File: config.mk
export PLATFORM = sky130hd
export DESIGN_NAME = pwm_peripheral
export DESIGN_NICKNAME = d
export VERILOG_FILES = /design/src/rtl/pwm_peripheral.sv
export SDC_FILE = /design/constraint.sdc
export NUM_CORES = 1
export LEC_CHECK = 0
export ABC_AREA = 1
export CAP_MARGIN = 25
export CORE_MARGIN = 4
export CORE_UTILIZATION = 40
export CTS_CLUSTER_DIAMETER = 30
export DETAILED_ROUTE_END_ITERATION = 8
export PLACE_DENSITY = 0.78
export RECOVER_POWER = 25
export SETUP_SLACK_MARGIN = 0.5
export SYNTH_ARGS = -nofsm -noshare
export SYNTH_HDL_FRONTEND = slang
export SYNTH_SLANG_ARGS = --single-unit
File: constraint.sdc
create_clock -name clk -period 1.6 [get_ports clk]
set_input_delay 0.32 -clock clk [delete_from_list [all_inputs] [get_ports clk]]
set_output_delay 0.32 -clock clk [all_outputs]
set_load 0.005 [all_outputs]
File: src/rtl/pwm_peripheral.sv
// pwm_peripheral: 16-pin output block with a shared 8-bit PWM generator.
// Each pin is either a static enable or the common PWM waveform gated by its enable.
module pwm_peripheral #(
    parameter int unsigned CLK_DIV = 12
) (
    input  logic        clk,
    input  logic        rst_n,
    input  logic [7:0]  en_reg_out_7_0,
    input  logic [7:0]  en_reg_out_15_8,
    input  logic [7:0]  en_reg_pwm_7_0,
    input  logic [7:0]  en_reg_pwm_15_8,
    input  logic [7:0]  pwm_duty_cycle,
    output logic [15:0] out,
    output logic        period_start
);

    localparam int unsigned PRE_W = 16;
    localparam int unsigned CNT_W = 8;
    localparam int unsigned N_OUT = 16;

    localparam logic [PRE_W-1:0] PRE_MAX   = PRE_W'(CLK_DIV - 1);
    localparam logic [CNT_W-1:0] CNT_MAX   = '1;
    localparam logic [CNT_W-1:0] DUTY_FULL = '1;

    logic [PRE_W-1:0] prescaler;
    logic [CNT_W-1:0] pwm_cnt;
    logic [CNT_W-1:0] duty_active;

    logic [N_OUT-1:0] en_out_c;
    logic [N_OUT-1:0] en_pwm_c;
    logic [N_OUT-1:0] out_next_c;
    logic             tick_c;
    logic             wrap_c;
    logic             pwm_sig_c;

    // Step/wrap decode, waveform compare and per-pin output mux
    always_comb begin
        en_out_c   = {en_reg_out_15_8, en_reg_out_7_0};
        en_pwm_c   = {en_reg_pwm_15_8, en_reg_pwm_7_0};
        tick_c     = (prescaler == PRE_MAX);
        wrap_c     = tick_c && (pwm_cnt == CNT_MAX);
        // Full-scale duty is forced high so the last count of the period never drops
        pwm_sig_c  = (duty_active == DUTY_FULL) ? 1'b1 : (pwm_cnt < duty_active);
        out_next_c = en_out_c & (~en_pwm_c | {N_OUT{pwm_sig_c}});
    end

    // Prescaler: counts 0..CLK_DIV-1, one PWM step per wrap
    always_ff @(posedge clk or negedge rst_n) begin
        if (!rst_n) begin
            prescaler <= '0;
        end else if (tick_c) begin
            prescaler <= '0;
        end else begin
            prescaler <= prescaler + PRE_W'(1);
        end
    end

    // PWM position counter, natural 8-bit wrap
    always_ff @(posedge clk or negedge rst_n) begin
        if (!rst_n) begin
            pwm_cnt <= '0;
        end else if (tick_c) begin
            pwm_cnt <= pwm_cnt + CNT_W'(1);
        end
    end

    // Duty shadow: requested duty is sampled only at the period boundary
    always_ff @(posedge clk or negedge rst_n) begin
        if (!rst_n) begin
            duty_active <= '0;
        end else if (wrap_c) begin
            duty_active <= pwm_duty_cycle;
        end
    end

    // Registered pins and period-start pulse
    always_ff @(posedge clk or negedge rst_n) begin
        if (!rst_n) begin
            out          <= '0;
            period_start <= 1'b0;
        end else begin
            out          <= out_next_c;
            period_start <= wrap_c;
        end
    end

endmodule

==> results of run 1 <==
logic make-up (layout without fill, tap and decap cells):
family | count (synthesis) | count (layout) | share of synthesized area
xor+xnor | 12 | 12 | 0.0419
simple gates | 147 | 148 | 0.282
compound gates | 14 | 14 | 0.0319
buf+inv | 62 | 166 | 0.110
flops | 49 | 49 | 0.489
fa+ha+maj | 9 | 9 | 0.0449
state kept, by name, indices dropped and copies added (netlist names):
signal and cells:
duty_active 8, period_start 1, out 16, pwm_cnt 8, prescaler 16
through the flow:
step           power [mW]  std cells   util  hold WS [ps]  setup WS (ps)
3_5_place_dp         1.48        429  0.540           259           60.4
3_3_place_gp         1.48        429  0.540           258           98.8
5_1_grt              2.25        473  0.665           526          -67.2
2_1_floorplan        1.31        293      -          24.4            183
6_report             2.16        473  0.665           514           4.58
4_1_cts              2.16        459  0.603           483           60.9
per-layer routing:
layer,track usage,up-vias,wire length [µm]
li1,-,1120,-
met1,0.180,1158,2910
met2,0.288,98,3890
met3,0.0501,23,523
met4,0.0669,0,175
met5,0,-,0
where the power goes:
group          internal (mW)  switching (mW)
clock network          0.310           0.420
logic                  0.111          0.0600
registers               1.26         0.00449
how the worst min path moves through the flow:
stage / startpoint / endpoint / slack, ps
final: duty_active[4]$_DFFE_PN0P_ / duty_active[4]$_DFFE_PN0P_ / 510
after CTS: rst_n / out[14]$_DFF_PN0_ / 480
after floorplan: rst_n / duty_active[0]$_DFFE_PN0P_ / 20
after global routing: duty_active[4]$_DFFE_PN0P_ / duty_active[4]$_DFFE_PN0P_ / 530
after detailed placement: rst_n / out[14]$_DFF_PN0_ / 260
after global placement: rst_n / out[14]$_DFF_PN0_ / 260
repair_timing:
item,in CTS,in global routing
hold buffers,1,0
hold endpoints to repair,16,0
setup buffers,18,13
pin swaps,15,19
setup endpoints to repair,64,66
cloned,3,1
resized for setup,118,65
worst max-delay path: stages (launching register included):
cell     delay, ps
dfrtp_1        370
inv_1           60
ha_1           310
nand2_2        100
nor2_2          60
nor3_4         270
nand2_4        140
nand3_1        100
nand2_1         60
inv_1           50
area by class of cell:
cell class                 instances  area, µm²
clock buffer                       7       76.3
clock inverter                     1       7.51
fill                             422       2000
inverter                          58        228
multi-input combinational        183       1430
sequential                        49       1230
tap                               75       93.8
timing repair buffer              97        875
timing repair inverter             3       48.8
layout by cell type, fill, tap and decap left out, drive strengths merged, types with 8 or more instances in the layout:
master | netlist | layout
clkdlybuf4s50 | 0 | 40
nor3 | 8 | 8
nor2 | 22 | 22
xor2 | 11 | 11
buf | 4 | 55
clkbuf | 0 | 8
nand4 | 8 | 8
nand3 | 35 | 35
inv | 58 | 58
ha | 9 | 9
o21ai | 10 | 10
nand2 | 73 | 74
dfrtp | 49 | 49
==> run summary, run 1 <==
Row cnt: 28
WHS Path Cells: 2
Final #Nets: 448
Dpl hpwl: 3860 µm
Final-report hold violation count: 0
First-pass GRT wire length: 9700 µm
Antenna violations before repair: 0
Slew headroom: 0.408
Fin. max-slew vios: 0
Measured slew at the worst slew-check pin: 888 ps
Tmin final: 1600 ps
PwrDens: 543 nW/µm²
Die Span Y: 87.2 µm
RSZ-0062 raised after global routing: yes
R2r worst-path depth: 9
Wirelength per Cell: 15.8 µm
Clk root buf: clkbuf_8
DP Area: 3230 µm²
Synth warnings: 0
Clock Tree Buf Depth: 2
Clk_lat worst skew: 310 ps
Antenna Nets Post-Route: 0
Remaining DRCs: 0
Clk_skew: 15.0 ps
Leak: 2.02 nW
Sequential share of the synthesized area: 0.489
DR vias/cell: 5.07
Number of synthesized flops with an enable pin: 0
Synthesis-to-finish area growth: 59.1%
DIE WIDTH: 87.2 µm
FFs w/ async S/R, synth: 1.00
Setup TNS: 0 ps
Post-synth top cells: 70 x nand2_1, 49 x dfrtp_1, 48 x inv_1, 34 x nand3_1, 16 x nor2_1
# diodes: 0
Ports: 59
VDD IR-drop max: 0.536 mV
Predominant post-synthesis flop cell: dfrtp_1
Grt ovf: 0
WS Path Type: register to register
Final Setup Violations: 0
R2R Setup Slk: 5 ps
Num CTS Buffers: 5
Design Area, Final: 3990 µm²
Startpoint types: register
H-tree levels: 2
Max Cap Violations: 0
Crit path to: out[2]$_DFF_PN0_
Worst min-delay path class: register to register
Vias in the first global route: 2218
Syn Area/Cell: 8.55 µm²
Post-Synthesis Cells: 293
Total Die Area: 7600 µm²
FMAX: 627 MHz
Post-synth top area share: 0.489
Reg-to-reg critical path startpoint: duty_active[6]$_DFFE_PN0P_
Drt total wl: 7500 µm
Top-count cell post-synth: nand2_1
Sink Count: 49
CP startpoint: duty_active[6]$_DFFE_PN0P_
Synth top area cells: dfrtp_1 49%, nand2_1 10%, inv_1 7.2%, nand3_1 6.8%, ha_1 4.5%
Largest net degree at the start of global routing: 34
Starting Density: 0.418
Routability cong.: 0.820
Reg2reg end: out[2]$_DFF_PN0_
CP endpoint kind: register
Port Buffers: 58
Clock transition at the registers of the reported paths: 100 ps
Fraction of layout cells with a size suffix above 1: 0.397
Final period util: 0.997
Syn_nets: 344
All-layer global routing usage: 0.163
Synth Register Bits: 49
TritonCTS clock tree: built
Status: finished, final reports clean
Total core area: 5990 µm²
DRT Pass-1 Iters: 4
Worst-path maximum fanout: 8
Total number of vias: 2399
Dominant cell type by area after synthesis: dfrtp_1
Worst EP arrival: 1830 ps
Netlist Area Pre-Place: 2510 µm²
Req. time, crit path: 1840 ps
DRT iter0 DRCs: 168
Distinct cells, synth: 30
(Power assumes the default switching activity.)
==> inputs of run 2 (changes only) <==
Settings changed: CORE_MARGIN 4 to 5.
==> run 2 against run 1 <==
- the run now ends with setup timing left
- power increased by 9.5%
- core utilization decreased by 0.44 points
- critical path depth increased by 1
- via count increased by 1.6%
- worst hold slack improved by 3.4 ps
- critical endpoint is now out[12]$_DFF_PN0_
- die area increased by 4.6%
- largest power group unchanged
- worst setup slack got worse by 54 ps
- register-to-register slack got worse by 50 ps
==> run summary, run 2 (synthesized netlist as in run 1, its figures left out) <==
Vias in the first global route: 2628
Port Buffers: 58
Die Span Y: 89.2 µm
VDD IR-drop max: 0.532 mV
Worst-path maximum fanout: 8
Final core occ: 0.661
Worst path max stage delay: 420 ps
CP Cell Sequence: inv_1 -> ha_4 -> nand2_2 -> nor2_2 -> nor3_2 -> buf_6 -> nand2_8 -> nand3_1 -> nand2_1 -> inv_1
Clock transition at the registers of the reported paths: 100 ps
DRT iter0 DRCs: 173
Antenna Nets Post-Route: 0
Clock Tree Buf Depth: 2
Routability cong.: 0.790
Clk root buf: clkbuf_8
Slew headroom: 0.556
Dpl hpwl: 3990 µm
Leak: 1.96 nW
Clk_skew: 14.3 ps
Total number of vias: 2437
Worst path slowest cell: dfrtp_1
Clk_lat worst skew: 310 ps
Synthesis-to-finish area growth: 58.0%
Violated checks: setup timing
First-pass GRT wire length: 12300 µm
Fill count: 395
Setup ws final: -49.5 ps
Fraction of layout cells with a size suffix above 1: 0.420
Commonest non-fill, non-tap cell in the layout: nand2_1
WS Path Type: register to register
All-layer global routing usage: 0.201
DRT Pass-1 Iters: 4
Sink Count: 49
Max Cap Violations: 0
Tmin final: 1650 ps
Sw frac: 0.208
Row cnt: 28
Total core area: 5990 µm²
Startpoint types: register
RSZ-0062 raised after global routing: yes
Final period util: 1.03
Final Setup Violations: 16
Status: finished with violations
Pint: 1.87 mW
CP endpoint kind: register
TritonCTS clock tree: built
Sequential power share: 0.533
Net switching component of the power: 0.493 mW
DR vias/cell: 5.13
Total Die Area: 7950 µm²
Setup TNS: -315 ps
FMAX: 606 MHz
H-tree levels: 2
Clock network power share: 0.395
Worst min-delay path class: input pin to register
Drt total wl: 7590 µm
Wirelength per Cell: 16.0 µm
Largest net degree at the start of global routing: 50
Crit-path most repeated cell: inv_1
# diodes: 0
Ports: 59
Remaining DRCs: 0
PwrDens: 598 nW/µm²
Biggest regs: out x16, prescaler x16
DIE WIDTH: 89.2 µm
Starting Density: 0.418
Fin. max-slew vios: 0
Worst EP arrival: 1890 ps
Measured slew at the worst slew-check pin: 667 ps
Commonest cells after routing, fill and taps aside: 48 x nand2_1, 46 x dfrtp_1, 40 x inv_1, 40 x clkdlybuf4s50_1, 30 x buf_4
Comb pwr share: 0.072
Req. time, crit path: 1840 ps
Final-report hold violation count: 0
Num CTS Buffers: 5
Antenna violations before repair: 0
Final #Nets: 450
Grt ovf: 0
## run 2: changes by cell type in the layout (fill, tap and decap cells not counted), moves of 6 or more
| cell | change |
|---|---|
| nand2_4 | -9 |
| buf_4 | +8 |
| buf_6 | -7 |
| inv_1 | -6 |
| inv_2 | +6 |
## run 2: layout make-up
class                           count  area, µm²  share of cell area
Clock buffer                        6       82.6              0.0209
Timing Repair inverter              3       33.8             0.00853
Inverter                           58        233              0.0588
Timing Repair Buffer               97        830               0.209
Clock inverter                      2       37.5             0.00948
Tap cell                           75       93.8              0.0237
Sequential cell                    49       1230               0.311
Multi-Input combinational cell    185       1420               0.359
## run 2: per-stage QoR
stage	worst slack (ps)	cells	hold slack, ps	cell area, µm²	power, mW
after global placement	57.6	426	325	3210	1.48
after global routing	-97.1	475	518	3960	2.46
final	-49.5	475	518	3960	2.37
after floorplan	183	293	24.4	2560	1.31
after CTS	76.0	468	502	3750	2.39
after detailed placement	-12.8	426	328	3210	1.48
## run 2: power by group through the flow
stage	clock network, mW	logic (mW)	registers [mW]
finish	0.935	0.170	1.26
global route	1.01	0.189	1.26
CTS	0.945	0.177	1.26
detailed placement	0	0.195	1.29
global placement	0	0.193	1.29
floorplan	0	0.0151	1.29
## run 2: repair_timing
action	4_1_cts	5_1_grt
endpoints found under the setup margin	64	66
pin swaps	27	31
setup buffers	27	7
hold buffers	1	0
gates cloned	6	0
endpoints found under the hold margin	3	0
resized for setup	129	34
## run 2: worst paths after layout
path	to	slack, ps	cells past startpoint	start
max	out[12]$_DFF_PN0_	-50	10	duty_active[6]$_DFFE_PN0P_
min	out[11]$_DFF_PN0_	520	3	en_reg_out_15_8[3]
max reg2reg	out[12]$_DFF_PN0_	-50	10	duty_active[6]$_DFFE_PN0P_
min reg2reg	duty_active[3]$_DFFE_PN0P_	520	2	duty_active[3]$_DFFE_PN0P_
max in group asynchronous	prescaler[3]$_DFF_PN0_	430	3	rst_n
min in group asynchronous	prescaler[11]$_DFF_PN0_	690	3	rst_n
## run 2: critical path, delay by kind of cell, from the launching register on
family        cells  cell delay, ps
flops             1             420
fa+ha+maj         1             220
buf+inv           3             360
simple gates      6             580
## run 2: layer usage
metal / global-route usage / share of wire
met4: 0.111 / 0.036
met1: 0.215 / 0.37
met2: 0.348 / 0.50
met5: 0 / 0
met3: 0.0682 / 0.095
==> inputs of run 3 (changes only) <==
Settings changed: CORE_UTILIZATION 40 to 50, PLACE_DENSITY 0.78 to 0.92, SKIP_CTS_REPAIR_TIMING set to 1.
==> run 3 against run 2 <==
- the run still ends with setup timing left
- clock skew down 8.7 ps
- cell count down 4.0%
- clock-buffer cell count up 1
- sequential share of layout area up 1.2 points
- power down 5.4%
- worst setup slack worse by 26 ps
- fmax down 1.6%
- combinational power about the same
- register-to-register slack worse by 30 ps
- global-route usage down 1.7 points
- die area down 18%
- critical path type unchanged
- critical endpoint is now out[14]$_DFF_PN0_
- largest cell class unchanged
- largest power group unchanged
==> run summary, run 3 (synthesized netlist as in run 1, its figures left out) <==
Die Span Y: 80.8 µm
DIE WIDTH: 80.8 µm
Routability cong.: 0.786
DP Area: 3200 µm²
Final-report hold violation count: 0
Max Cap Violations: 0
DRT Pass-1 Iters: 5
VDD IR-drop max: 0.365 mV
Wirelength per Cell: 18.2 µm
# diodes: 0
Clock Tree Buf Depth: 2
Largest net degree at the start of global routing: 50
Drt total wl: 8300 µm
DP Worst Slack: 13.0 ps
Clock transition at the registers of the reported paths: 90 ps
Port Buffers: 58
Critical path depth: 9
Worst min-delay path class: input pin to async pin
Final #Nets: 439
Startpoint types: register
Reg-to-reg critical path startpoint: duty_active[3]$_DFFE_PN0P_
Reg2reg end: out[14]$_DFF_PN0_
Slew headroom: 0.198
Antenna violations before repair: 0
Status: finished with violations
R2R Setup Slk: -80 ps
Crit path max-delay family: simple AND/OR/NAND/NOR gates
Tot Pwr: 2.24 mW
Final period util: 1.05
Tmin final: 1680 ps
CP Cell Sequence: inv_2 -> ha_1 -> a21oi_1 -> nand2_1 -> nand2_2 -> nand2_4 -> nand3_1 -> nand2_1 -> inv_1
Worst EP arrival: 1920 ps
Commonest cells after routing, fill and taps aside: 48 x nand2_1, 44 x dfrtp_1, 43 x inv_1, 40 x clkdlybuf4s50_1, 24 x nand3_1
Measured slew at the worst slew-check pin: 1200 ps
Dpl hpwl: 4110 µm
Buf/Inv on CP: 2
Worst-path maximum fanout: 8
Req. time, crit path: 1840 ps
Worst path max stage delay: 390 ps
Num CTS Buffers: 5
Violated checks: setup timing
Ports: 59
DR vias/cell: 5.44
Total Die Area: 6530 µm²
H-tree levels: 2
Setup ws final: -75.9 ps
Crit-path most repeated cell: nand2_1
Fraction of layout cells with a size suffix above 1: 0.398
Antenna Nets Post-Route: 0
First-pass GRT wire length: 9390 µm
All-layer global routing usage: 0.185
Final Setup Violations: 16
Worst path slowest cell: dfrtp_1
Biggest regs: out x16, prescaler x16
Row cnt: 25
DRT iter0 DRCs: 165
Clk_skew: 5.61 ps
Design Area, Final: 3820 µm²
Remaining DRCs: 0
FMAX: 597 MHz
Starting Density: 0.524
Commonest non-fill, non-tap cell in the layout: nand2_1
WS Path Type: register to register
Worst hold slack: 322 ps
Fin. max-slew vios: 0
Sink Count: 49
RSZ-0062 raised after global routing: yes
TritonCTS clock tree: built
Total number of vias: 2482
Clk root buf: clkbuf_8
Vias in the first global route: 2167
CP endpoint kind: register
R2r worst-path depth: 9
Clk_lat worst skew: 310 ps
Grt ovf: 0
Total core area: 4790 µm²
Leak: 1.99 nW
PwrDens: 587 nW/µm²
Synthesis-to-finish area growth: 52.3%
run 3: final cells by class:
type | count | area, µm²
fill | 270 | 970
timing repair inverter | 2 | 32.5
sequential | 49 | 1230
tap | 67 | 83.8
clock buffer | 7 | 96.3
inverter | 58 | 233
clock inverter | 1 | 5.00
multi-input combinational | 183 | 1370
timing repair buffer | 89 | 762
run 3: metrics by stage:
stage          TNS [ps]  std cells   util
5_1_grt           -2310        456  0.797
4_1_cts            -831        426  0.690
2_1_floorplan         0        293      -
6_report           -629        456  0.797
3_3_place_gp          0        418  0.669
3_5_place_dp          0        418  0.669
run 3: worst max-delay path by stage:
stage | endpoint | from | slack (ps)
2_1_floorplan | out[10]$_DFF_PN0_ | pwm_cnt[5]$_DFFE_PN0N_ | 180
3_3_place_gp | out[0]$_DFF_PN0_ | pwm_cnt[5]$_DFFE_PN0N_ | 70
3_5_place_dp | out[1]$_DFF_PN0_ | pwm_cnt[5]$_DFFE_PN0N_ | 10
4_1_cts | out[11]$_DFF_PN0_ | duty_active[7]$_DFFE_PN0P_ | -70
5_1_grt | out[10]$_DFF_PN0_ | duty_active[3]$_DFFE_PN0P_ | -180
6_report | out[14]$_DFF_PN0_ | duty_active[3]$_DFFE_PN0P_ | -80
run 3: report_power, final:
group          switching, mW  total [mW]  internal (mW)
sequential           0.00501        1.26           1.26
combinational         0.0642       0.171          0.107
clock                  0.415       0.806          0.391
run 3: routing by layer:
layer / vias to the layer above / global-route usage / part of all wire
met4: 0 / 0.0794 / 0.047
met5: - / 0 / 0
li1: 1100 / - / -
met1: 1191 / 0.209 / 0.36
met3: 44 / 0.0455 / 0.072
met2: 147 / 0.330 / 0.52
